**src/rtl/pe_simd_pkg.sv**
```systemverilog
// pe_simd_pkg -- shared encodings and default sizes for the SIMD processing
// element of the systolic array.
//   TYPE_*  : meaning of left_type_i (A operand vs C preload)
//   PREC_*  : meaning of left_prec_i (signed vs unsigned lane arithmetic)
//   state_e : controller states
//   DEF_*   : default parameter values used by pe_simd and pe_simd_lane
package pe_simd_pkg;

    localparam int DEF_SARRAY_W = 8;
    localparam int DEF_LANES    = 4;
    localparam int DEF_DATA_W   = 8;
    localparam int DEF_ACC_W    = 32;
    localparam int DEF_CNT_W    = 8;

    localparam logic TYPE_A = 1'b0;
    localparam logic TYPE_C = 1'b1;

    localparam logic PREC_SIGNED   = 1'b0;
    localparam logic PREC_UNSIGNED = 1'b1;

    typedef enum logic [1:0] {
        ST_IDLE  = 2'd0,
        ST_ACCUM = 2'd1,
        ST_DRAIN = 2'd2
    } state_e;

endpackage

```
**src/rtl/pe_simd_lane.sv**
```systemverilog
// pe_simd_lane -- one MAC lane: extend, multiply, accumulate, preload, clear.
// Ports:
//   clk, rst      clock, synchronous active-high reset
//   stall_i       hold the accumulator
//   mac_i         acc += a*b (product extended per prec_i, wraps at ACC_W)
//   load_i        acc  = top operand extended per prec_i
//   clear_i       acc  = 0 (highest priority)
//   prec_i        PREC_SIGNED / PREC_UNSIGNED
//   a_i, top_i    lane operands (top_i doubles as the C preload value)
//   acc_nxt_o     accumulator value after the coming edge
module pe_simd_lane
    import pe_simd_pkg::*;
#(
    parameter int DATA_W = DEF_DATA_W,
    parameter int ACC_W  = DEF_ACC_W
) (
    input  logic              clk,
    input  logic              rst,
    input  logic              stall_i,
    input  logic              mac_i,
    input  logic              load_i,
    input  logic              clear_i,
    input  logic              prec_i,
    input  logic [DATA_W-1:0] a_i,
    input  logic [DATA_W-1:0] top_i,
    output logic [ACC_W-1:0]  acc_nxt_o
);

    logic [2*DATA_W-1:0] prod_s;
    logic [2*DATA_W-1:0] prod_u;
    logic [ACC_W-1:0]    prod_ext;
    logic [ACC_W-1:0]    top_ext;
    logic [ACC_W-1:0]    acc_q, acc_d;
    logic                sgn;

    assign sgn = (prec_i == PREC_SIGNED);

    // Operands are widened to the full product width first so the low
    // 2*DATA_W bits are exact for both interpretations.
    assign prod_s = $signed({{DATA_W{a_i[DATA_W-1]}}, a_i})
                  * $signed({{DATA_W{top_i[DATA_W-1]}}, top_i});
    assign prod_u = {{DATA_W{1'b0}}, a_i} * {{DATA_W{1'b0}}, top_i};

    assign prod_ext = sgn ? {{(ACC_W-2*DATA_W){prod_s[2*DATA_W-1]}}, prod_s}
                          : {{(ACC_W-2*DATA_W){1'b0}}, prod_u};
    assign top_ext  = {{(ACC_W-DATA_W){sgn & top_i[DATA_W-1]}}, top_i};

    always_comb begin
        acc_d = acc_q;
        if (clear_i)     acc_d = '0;
        else if (load_i) acc_d = top_ext;
        else if (mac_i)  acc_d = acc_q + prod_ext;
    end

    always_ff @(posedge clk) begin
        if (rst)           acc_q <= '0;
        else if (!stall_i) acc_q <= acc_d;
    end

    assign acc_nxt_o = acc_d;

endmodule

```
**src/rtl/pe_simd.sv**
```systemverilog
// pe_simd -- SIMD MAC processing element for an output-stationary systolic
// array. B flows top->bottom, A/C flow left->right, each with one cycle of
// latency. A storec command drains the column: Y upstream words are passed
// through, then this PE's own accumulators, which are then cleared.
// Ports:
//   clk, rst, stall_i              clock, sync active-high reset, global freeze
//   top_*  (valid,cnt,data)        B operand / C preload value
//   top_storec_i                   drain command
//   top_drain_valid_i/data_i       drain words from the PE above
//   left_* (valid,cnt,type,prec,data)  A operand or C preload tag
//   bot_*, right_*                 registered forwards of top_* / left_*
//   busy_o                         controller not idle
//   err_o                          sticky: ab or storec seen while draining
//
// state    | meaning
// ST_IDLE  | accumulators untouched since last drain/reset
// ST_ACCUM | accumulating or preloaded, waiting for storec
// ST_DRAIN | passing Y upstream words, then emitting own accumulators
module pe_simd
    import pe_simd_pkg::*;
#(
    parameter int X        = 0,
    parameter int Y        = 0,
    parameter int SARRAY_W = DEF_SARRAY_W,
    parameter int LANES    = DEF_LANES,
    parameter int DATA_W   = DEF_DATA_W,
    parameter int ACC_W    = DEF_ACC_W,
    parameter int CNT_W    = DEF_CNT_W
) (
    input  logic                    clk,
    input  logic                    rst,
    input  logic                    stall_i,
    input  logic                    top_valid_i,
    input  logic [CNT_W-1:0]        top_cnt_i,
    input  logic [LANES*DATA_W-1:0] top_data_i,
    input  logic                    top_storec_i,
    input  logic                    top_drain_valid_i,
    input  logic [LANES*ACC_W-1:0]  top_drain_data_i,
    input  logic                    left_valid_i,
    input  logic [CNT_W-1:0]        left_cnt_i,
    input  logic                    left_type_i,
    input  logic                    left_prec_i,
    input  logic [LANES*DATA_W-1:0] left_data_i,
    output logic                    bot_valid_o,
    output logic [CNT_W-1:0]        bot_cnt_o,
    output logic [LANES*DATA_W-1:0] bot_data_o,
    output logic                    bot_storec_o,
    output logic                    bot_drain_valid_o,
    output logic [LANES*ACC_W-1:0]  bot_drain_data_o,
    output logic                    right_valid_o,
    output logic [CNT_W-1:0]        right_cnt_o,
    output logic                    right_type_o,
    output logic                    right_prec_o,
    output logic [LANES*DATA_W-1:0] right_data_o,
    output logic                    busy_o,
    output logic                    err_o
);

    localparam logic [CNT_W-1:0] C_TAG  = CNT_W'(SARRAY_W - X);
    localparam logic [CNT_W-1:0] Y_LAST = CNT_W'(Y);

    state_e                  state_q, state_d;
    logic [CNT_W-1:0]        dcnt_q, dcnt_d, beat;
    logic                    err_q, err_d;
    logic                    ab, c_in, c_hit, in_drain, store_go, drain_last;
    logic [LANES*ACC_W-1:0]  acc_nxt;
    logic                    dvld_q, dvld_d;
    logic [LANES*ACC_W-1:0]  ddata_q, ddata_d;

    assign ab         = top_valid_i & left_valid_i & (left_type_i == TYPE_A);
    assign c_in       = left_valid_i & (left_type_i == TYPE_C);
    assign c_hit      = c_in & (left_cnt_i == C_TAG);
    assign in_drain   = (state_q == ST_DRAIN);
    assign store_go   = top_storec_i & ~in_drain;
    // dcnt_q counts DRAIN cycles from 0; the storec cycle itself is beat 0.
    assign beat       = dcnt_q + CNT_W'(1);
    assign drain_last = in_drain & (dcnt_q == Y_LAST);

    for (genvar l = 0; l < LANES; l++) begin : g_lane
        pe_simd_lane #(.DATA_W(DATA_W), .ACC_W(ACC_W)) u_lane (
            .clk       (clk),
            .rst       (rst),
            .stall_i   (stall_i),
            .mac_i     (ab & ~in_drain),
            .load_i    (c_hit & ~in_drain),
            .clear_i   (drain_last),
            .prec_i    (left_prec_i),
            .a_i       (left_data_i[l*DATA_W +: DATA_W]),
            .top_i     (top_data_i[l*DATA_W +: DATA_W]),
            .acc_nxt_o (acc_nxt[l*ACC_W +: ACC_W])
        );
    end

    always_comb begin
        state_d = state_q;
        dcnt_d  = dcnt_q;
        err_d   = err_q;
        unique case (state_q)
            ST_IDLE: begin
                if (store_go) begin
                    state_d = ST_DRAIN;
                    dcnt_d  = '0;
                end else if (ab | c_hit) begin
                    state_d = ST_ACCUM;
                end
            end
            ST_ACCUM: begin
                if (store_go) begin
                    state_d = ST_DRAIN;
                    dcnt_d  = '0;
                end
            end
            ST_DRAIN: begin
                if (ab | top_storec_i) err_d = 1'b1;
                if (drain_last) state_d = ST_IDLE;
                else            dcnt_d  = beat;
            end
            default: state_d = ST_IDLE;
        endcase
    end

    // Drain path: outside a drain, words pass straight through. acc_nxt is
    // used for the own-acc beat so an ab in the storec cycle (Y=0) is included.
    always_comb begin
        dvld_d  = top_drain_valid_i;
        ddata_d = top_drain_data_i;
        if (store_go) begin
            dvld_d  = 1'b1;
            ddata_d = (Y == 0) ? acc_nxt : top_drain_data_i;
        end else if (in_drain) begin
            if (drain_last) begin
                dvld_d  = 1'b0;
                ddata_d = '0;
            end else begin
                dvld_d  = 1'b1;
                ddata_d = (beat == Y_LAST) ? acc_nxt : top_drain_data_i;
            end
        end
    end

    always_ff @(posedge clk) begin
        if (rst) begin
            state_q       <= ST_IDLE;
            dcnt_q        <= '0;
            err_q         <= 1'b0;
            dvld_q        <= 1'b0;
            ddata_q       <= '0;
            bot_valid_o   <= 1'b0;
            bot_cnt_o     <= '0;
            bot_data_o    <= '0;
            bot_storec_o  <= 1'b0;
            right_valid_o <= 1'b0;
            right_cnt_o   <= '0;
            right_type_o  <= 1'b0;
            right_prec_o  <= 1'b0;
            right_data_o  <= '0;
        end else if (!stall_i) begin
            state_q       <= state_d;
            dcnt_q        <= dcnt_d;
            err_q         <= err_d;
            dvld_q        <= dvld_d;
            ddata_q       <= ddata_d;
            bot_valid_o   <= ab;
            bot_cnt_o     <= top_cnt_i;
            bot_data_o    <= top_data_i;
            bot_storec_o  <= top_storec_i;
            right_valid_o <= ab | (c_in & ~c_hit);
            right_cnt_o   <= left_cnt_i;
            right_type_o  <= left_type_i;
            right_prec_o  <= left_prec_i;
            right_data_o  <= left_data_i;
        end
    end

    assign bot_drain_valid_o = dvld_q;
    assign bot_drain_data_o  = ddata_q;
    assign busy_o            = (state_q != ST_IDLE);
    assign err_o             = err_q;

endmodule

```
**config.mk**
```make
export PLATFORM = sky130hd
export DESIGN_NAME = pe_simd
export DESIGN_NICKNAME = d
export VERILOG_FILES = /design/src/rtl/pe_simd_pkg.sv /design/src/rtl/pe_simd_lane.sv /design/src/rtl/pe_simd.sv
export SDC_FILE = /design/constraint.sdc
export NUM_CORES = 2
export LEC_CHECK = 0
export BUFFER_PORTS_ARGS = -buffer_cell sky130_fd_sc_hd__buf_4
export CAP_MARGIN = 20
export CORE_UTILIZATION = 35
export DETAILED_ROUTE_END_ITERATION = 10
export GPL_ROUTABILITY_DRIVEN = 0
export PLACE_DENSITY = 0.61
export SLEW_MARGIN = 20
export SYNTH_ARGS = -nofsm -noshare
export SYNTH_HDL_FRONTEND = slang
export SYNTH_SLANG_ARGS = --single-unit
```
**constraint.sdc**
```tcl
create_clock -name clk -period 16.95 [get_ports clk]
set_input_delay 1.695 -clock clk [delete_from_list [all_inputs] [get_ports clk]]
set_output_delay 1.695 -clock clk [all_outputs]
set_load 0.02 [all_outputs]
```
* After elaboration in Yosys (flattened, before gate mapping) *
Index checks and enable logic that the tools add are counted.

cells by class
  shift-type cells = 0
  equal/unequal tests = 8
  $lt $le $gt $ge = 0
  $add $sub $neg = 5
  $mul = 8
  divide/modulo/power cells = 0
  bitwise logic cells = 21
  reduce and logical (&&, ||, !) cells = 9
  muxes and demuxes = 31

operators with widths
  operator               count
  $mux W128              4
  $mux W32               16
  $add A32 B32 Y32       4
  $mul A8 B8 Y16         8
  $logic_not A8 Y1       2
  $mux W8                2
  $pmux W8 S2            1
  $and A1 B1 Y1          13
  $add A8 B1 Y8 const B  1
  $eq A8 B4 Y1 const B   1
  $mux W2                4
  $reduce_and A4 Y1      2
  $pmux W2 S3            1
  $not A1 Y1             5
  $ne A2 B1 Y1 const B   2
  $ne A2 B2 Y1 const B   2
  $reduce_bool A2 Y1     2
  $mux W1                3
  $ne A3 B3 Y1 const B   1
  $or A1 B1 Y1           3
  $reduce_and A3 Y1      1
  $eq A2 B1 Y1 const B   1
  $eq A2 B2 Y1 const B   1
  $logic_not A2 Y1       1
  $reduce_or A2 Y1       1

word-level totals
  memories = 0
  input bits = 217
  output and inout port bits = 216
  memory bits (writable) = 0
  flip-flop bits (word level) = 353
  ROM bits = 0
  latch bits = 0

* Depth between registers and ports, before layout *
  word-level depth = 10
  depth in mapped cells = 33

* Modules after synthesis *
From an unflattened synthesis, not the netlist that was laid out.

second synthesis, totals
  cells, all modules = 5,431
  area, all modules = 44,376.3 µm²

by module, submodules not included
  module                           area an instance (µm²)  cells an instance  times used
  pe_simd                          13,650.6                1,523              1
  pe_simd_lane (g_lane[1].u_lane)  7,920.1                 1,007              1
  pe_simd_lane (g_lane[2].u_lane)  7,672.4                 972                1
  pe_simd_lane (g_lane[0].u_lane)  7,592.3                 968                1
  pe_simd_lane (g_lane[3].u_lane)  7,541.0                 961                1

* Worst setup path before layout *
OpenSTA, ideal clock, no wires.

  path kind = input to register
  from = input port top_data_i[31]
  to = register ddata_q[118], in the netlist bot_drain_data_o[118]
  setup slack = 8.499 ns
  arrival = 8.364 ns
  buffers on the path = 2
  required time = 16.863 ns
  stages on the path = 30
  library setup time = 0.087 ns
  cells stage by stage = clkbuf_1 clkbuf_1 nor2b_1 fa_1 inv_1 fa_1 inv_1 fa_1 inv_1 fa_1 inv_1 ha_1 o21ai_0 o21bai_1 a31o_2 a211oi_1 a21oi_1 or3_1 a21oi_2 a21o_1 ha_1 a21oi_1 o21ai_0 o41ai_1 a21oi_1 o41ai_1 xor2_1 o21ai_0 a21oi_1 o31ai_1

on the way
  longest elaborated chain between the ends = 10

RTL lines
  element                                   RTL line                                RTL
  from (decl)                               pe_simd.sv:35                           input logic [LANES*DATA_W-1:0] top_data_i,
  $mul A8 B8 Y16, on equally long branches  pe_simd_lane.sv:41, pe_simd_lane.sv:42
  $mux W32                                  pe_simd_lane.sv:44                      assign prod_ext = sgn ? {{(ACC_W-2*DATA_W){prod_s[2*DATA_W-1]}}, prod_s}
  $add A32 B32 Y32                          pe_simd_lane.sv:52                      else if (mac_i) acc_d = acc_q + prod_ext;
  $mux W32                                  pe_simd_lane.sv:52
  $mux W32 (*)                              pe_simd_lane.sv:51                      else if (load_i) acc_d = top_ext;
  $mux W32 (*)                              pe_simd_lane.sv:50                      if (clear_i) acc_d = '0;
  $mux W128                                 pe_simd.sv:136                          ddata_d = (beat == Y_LAST) ? acc_nxt : top_drain_data_i;
  $mux W128                                 pe_simd.sv:131                          if (drain_last) begin
  $mux W128                                 pe_simd.sv:130                          end else if (in_drain) begin
  $mux W128 (*)                             pe_simd.sv:127                          if (store_go) begin
  to (signal assigned)                      pe_simd.sv:162                          ddata_q <= ddata_d;
  to (decl)                                 pe_simd.sv:68                           logic [LANES*ACC_W-1:0] ddata_q, ddata_d;

Mark *: on every way between the ends. The rest lies on a longest branch, timed or not.
A chain may end at the register's enable or synchronous reset.

* Worst setup path after layout *
  from = input port top_data_i[2]
  to = register g_lane[0].u_lane.acc_q[28]

on the way
  longest elaborated chain between the ends = 6

RTL lines
  element                                   RTL line                                RTL
  $mul A8 B8 Y16, on equally long branches  pe_simd_lane.sv:41, pe_simd_lane.sv:42
  $mux W32 (*)                              pe_simd_lane.sv:44
  $add A32 B32 Y32 (*)                      pe_simd_lane.sv:52
  $mux W32 (*)                              pe_simd_lane.sv:52
  $mux W32 (*)                              pe_simd_lane.sv:51
  $mux W32 (*)                              pe_simd_lane.sv:50
  to (signal assigned)                      pe_simd_lane.sv:56                      if (rst) acc_q <= '0;
  to (signal assigned)                      pe_simd_lane.sv:57                      else if (!stall_i) acc_q <= acc_d;
  to (decl)                                 pe_simd_lane.sv:33                      logic [ACC_W-1:0] acc_q, acc_d;

Marks and branches as above.

==> flow_metrics.py <==
metrics = {
    "run_status": {
        "outcome": "finished, final reports clean",
    },
    "grt": {
        "track_usage": 0.240,
        "overflow": 0,
        "grt_pass1_vias": 34806,
        "antenna_found_initial": 13,
        "use_met2": 0.365,
        "grt_max_degree": 97,
        "top_usage_layer": "met2",
        "grt_pass1_wl_mm": 209,
        "grt_use_met3": 0.0611,
        "grt_use_met1": 0.331,
    },
    "floorplanning": {
        "dieArea_um2": 113000,
        "placementRows": 122,
        "die_h_um": 336,
        "core_region_area_um2": 111000,
        "initial_core_util": 0.353,
        "ioPinCount": 433,
        "fp.dieW_um": 336,
    },
    "yosys": {
        "synth_simple_gate_area_share": 0.154,
        "synth_edf_count": 0,
        "synth_area_um2": 39100,
        "avgSynthCellArea_um2": 7.99,
        "seq_area_frac_synth": 0.181,
        "synth_top_family_by_area": "adder cells",
        "synth_nets": 5816,
        "synthAdderAreaFrac": 0.291,
        "yosysWarnings": 0,
        "ys_ff_latch": 353,
        "async_reset_ff_frac": 0,
        "synth_top_flop_cell": "dfxtp_1",
        "syn_inst": 4896,
        "synthXorXnorAreaFrac": 0.0436,
        "synth_compound_area_frac": 0.204,
        "synth_mux_area_frac": 0.0343,
        "yosysUniqueCellTypes": 83,
    },
    "clock_network": {
        "h-tree-depth": 2,
        "postCtsSetupBuffers": 0,
        "cts_tree": "done",
        "cts.clk_slew.worst_paths_ps": 60,
        "hold_buffers": 0,
        "insertion_delay_ps": 650,
        "cts.sinks": 353,
        "cts_root_buf": "clkbuf_16",
        "clk_path_buf_depth": 3,
        "ctsResizeCount": 0,
        "cts_buffers": 47,
    },
    "setup_path": {
        "r2r_start": "dcnt_q[0]$_SDFFE_PP0P_",
        "crit_arrival_ps": 9290,
        "critPathMostFrequentCell": "inv_1",
        "critPathMaxFanout": 15,
        "worst_setup_path_end_kind": "flop",
        "path_delay_family": "adder cells",
        "reg2reg_depth": 12,
        "r2r_setup_slack_ps": 12570,
        "required_ps": 17520,
        "slowest_stage": "fa_1",
        "critPathLaunchType": "input port",
        "rr_endpoint": "bot_drain_data_o[122]$_SDFFE_PP0N_",
        "worstSetupPathType": "in -> reg",
        "cp_slowest_stage_delay_ps": 540,
        "crit_buf_inv": 6,
    },
    "power_and_ir_drop": {
        "pwr-share-seq": 0.150,
        "switchingPower_w": 0.00294,
        "internal_power_w": 0.00318,
        "irDropWorstVdd_mv": 0.0911,
        "switching_share": 0.480,
        "p_comb_frac": 0.671,
        "p_per_area_nw_per_um2": 135,
        "power.leakage_nw": 22.2,
        "p_clk_frac": 0.179,
        "power_w": 0.00612,
    },
    "routing": {
        "wl_per_cell_um": 20.5,
        "drt_wl_total_mm": 137,
        "ant_nets": 0,
        "vias_per_cell": 5.37,
        "drtPass1Iterations": 8,
        "drtIter0Drc": 2982,
        "vias": 35856,
        "drc_errors": 0,
    },
    "placed_design": {
        "port_buffers": 432,
        "dp_hpwl_mm": 104,
        "placed_cells": 6588,
        "dpl_worst_slack_ps": 7670,
    },
    "timing": {
        "max_freq_mhz": 115,
        "finalHoldViolCount": 0,
        "min_period_ps": 8710,
        "slew-limit-headroom": 0.225,
        "worstMarginPinSlew_ps": 1160,
        "grt_setup_unrepaired": "no",
        "maxSlewViolCount": 0,
        "fin_crit_sh": 0.514,
        "fin_setup_tns_ps": 0,
        "setup_ws_ps": 8240,
        "finalClockSkew_ps": 46.4,
        "setup_viol": 0,
    },
    "layout": {
        "final_util": 0.409,
        "nets": 6070,
        "fin_cells": 6680,
        "drive_gt1_frac": 0.120,
        "area_growth_pct": 15.7,
    },
    "hold_path": {
        "whs_path_depth": 2,
        "hold_path_class": "reg -> reg",
        "hp-start": "bot_drain_data_o[5]$_SDFFE_PP0N_",
        "hold_path_end": "bot_drain_data_o[5]$_SDFFE_PP0N_",
    },
    "flow_run": {
        "drv_cap": 0,
    },
}
final cells by class:
class / count / area (um^2)
clock inverter: 26 / 359
multi-input combinational: 3585 / 28500
fill: 11391 / 65500
tap: 1488 / 1860
antenna: 5 / 12.5
inverter: 685 / 2580
sequential: 353 / 7070
clock buffer: 60 / 1270
timing repair buffer: 478 / 3600
registers in the layout, summed over array words and instances (netlist names), 2 cells and up:
signal	count
dcnt_q	8
bot_drain_data_o	128
right_data_o	32
state_q	2
bot_cnt_o	8
right_cnt_o	8
bot_data_o	32
g_lane.u_lane.acc_q	128
power by group through the flow:
stage | registers, W | clock network [W] | logic [W]
CTS | 0.000920 | 0.00111 | 0.00408
floorplan | 0.000971 | 0 | 0.00302
global route | 0.000926 | 0.00114 | 0.00461
global placement | 0.000937 | 0 | 0.00400
finish | 0.000921 | 0.00109 | 0.00411
detailed placement | 0.000938 | 0 | 0.00404
cell usage after synthesis, drive strengths merged, types with 32 or more instances:
cell,instances,area share
buf,48,0.0051
clkbuf,225,0.022
a31oi,43,0.0069
ha,359,0.11
nand3,49,0.0064
and3,35,0.0056
dfxtp,353,0.18
fa,344,0.18
a211oi,37,0.0072
a21o,95,0.018
nand2,442,0.043
mux2i,115,0.029
a21oi,388,0.050
inv,684,0.066
nor3,76,0.0097
and2,162,0.026
nor2,390,0.037
xnor2,132,0.030
xor2,63,0.014
a22o,32,0.0072
nand2b,46,0.0074
o211ai,48,0.0092
o21a,41,0.0079
o21ai,276,0.035
worst reg2reg max path, delay by kind of cell (launching register included):
kind / cells / cell delay, ps
and+or+nand+nor: 4 / 1590
DFF: 1 / 480
buffers and inverters: 3 / 1040
AOI/OAI and AO/OA: 4 / 1010
adders and majority gates: 1 / 210
layout by cell type (no fill, tap or decap), types with 22 or more instances in the layout:
cell type  synthesis  routed
o21a_1            41      41
nand4_1           22      22
inv_1            683     683
o21bai_1          25      25
buf_4              0     475
a211oi_1          36      36
a22oi_1           23      23
fa_1             344     344
ha_1             359     359
a221o_1           24      24
and2_1           162     162
nor2_1           390     381
nand3_1           48      48
clkbuf_16          0      47
nor3_1            76      76
a21o_1            95      95
a22o_1            32      32
a31oi_1           43      43
o31ai_1           26      26
and3_1            35      35
o211ai_1          48      48
dfxtp_1          353     353
a21oi_1          387     386
nor2b_1           27      27
xnor2_1          132     132
nand2b_1          46      44
o21ai_0          266     260
mux2i_1          115     114
xor2_1            63      63
nand2_1          440     438
cells by family (layout without fill, tap and decap cells):
group / count (synthesis) / in the layout
AO/OA/AOI/OAI: 1242 / 1242
buffers and inverters: 958 / 1249
flip-flops: 353 / 353
adder cells (fa/ha/maj): 703 / 703
XOR/XNOR: 195 / 195
AND/OR/NAND/NOR: 1313 / 1313
other: 0 / 5
multiplexers: 132 / 132
through the flow:
stage | area (um^2) | hold slack [ps]
2_1_floorplan | 39100 | 435
3_3_place_gp | 43600 | 443
3_5_place_dp | 43600 | 439
4_1_cts | 45300 | 452
5_1_grt | 45300 | 473
6_report | 45300 | 458
how the worst max path moves through the flow:
stage / from / endpoint / slack, ps / depth (start not counted)
2_1_floorplan: top_data_i[31] / bot_drain_data_o[118]$_SDFFE_PP0N_ / 8500 / 30
4_1_cts: top_data_i[2] / g_lane[0].u_lane.acc_q[28]$_SDFFE_PP0N_ / 8300 / 29
5_1_grt: top_data_i[2] / bot_drain_data_o[29]$_SDFFE_PP0N_ / 7620 / 30
6_report: top_data_i[2] / g_lane[0].u_lane.acc_q[28]$_SDFFE_PP0N_ / 8240 / 29
3_3_place_gp: top_data_i[2] / g_lane[0].u_lane.acc_q[28]$_SDFFE_PP0N_ / 7710 / 29
3_5_place_dp: top_data_i[2] / bot_drain_data_o[28]$_SDFFE_PP0N_ / 7670 / 29
metal layers:
layer,routed length [um],part of all wire,up-vias
met3,13100,0.095,199
met5,55,0.00040,-
met4,3930,0.029,8
met2,58800,0.43,1296
li1,-,-,17015
met1,61200,0.45,17338
(Power assumes the default switching activity.)
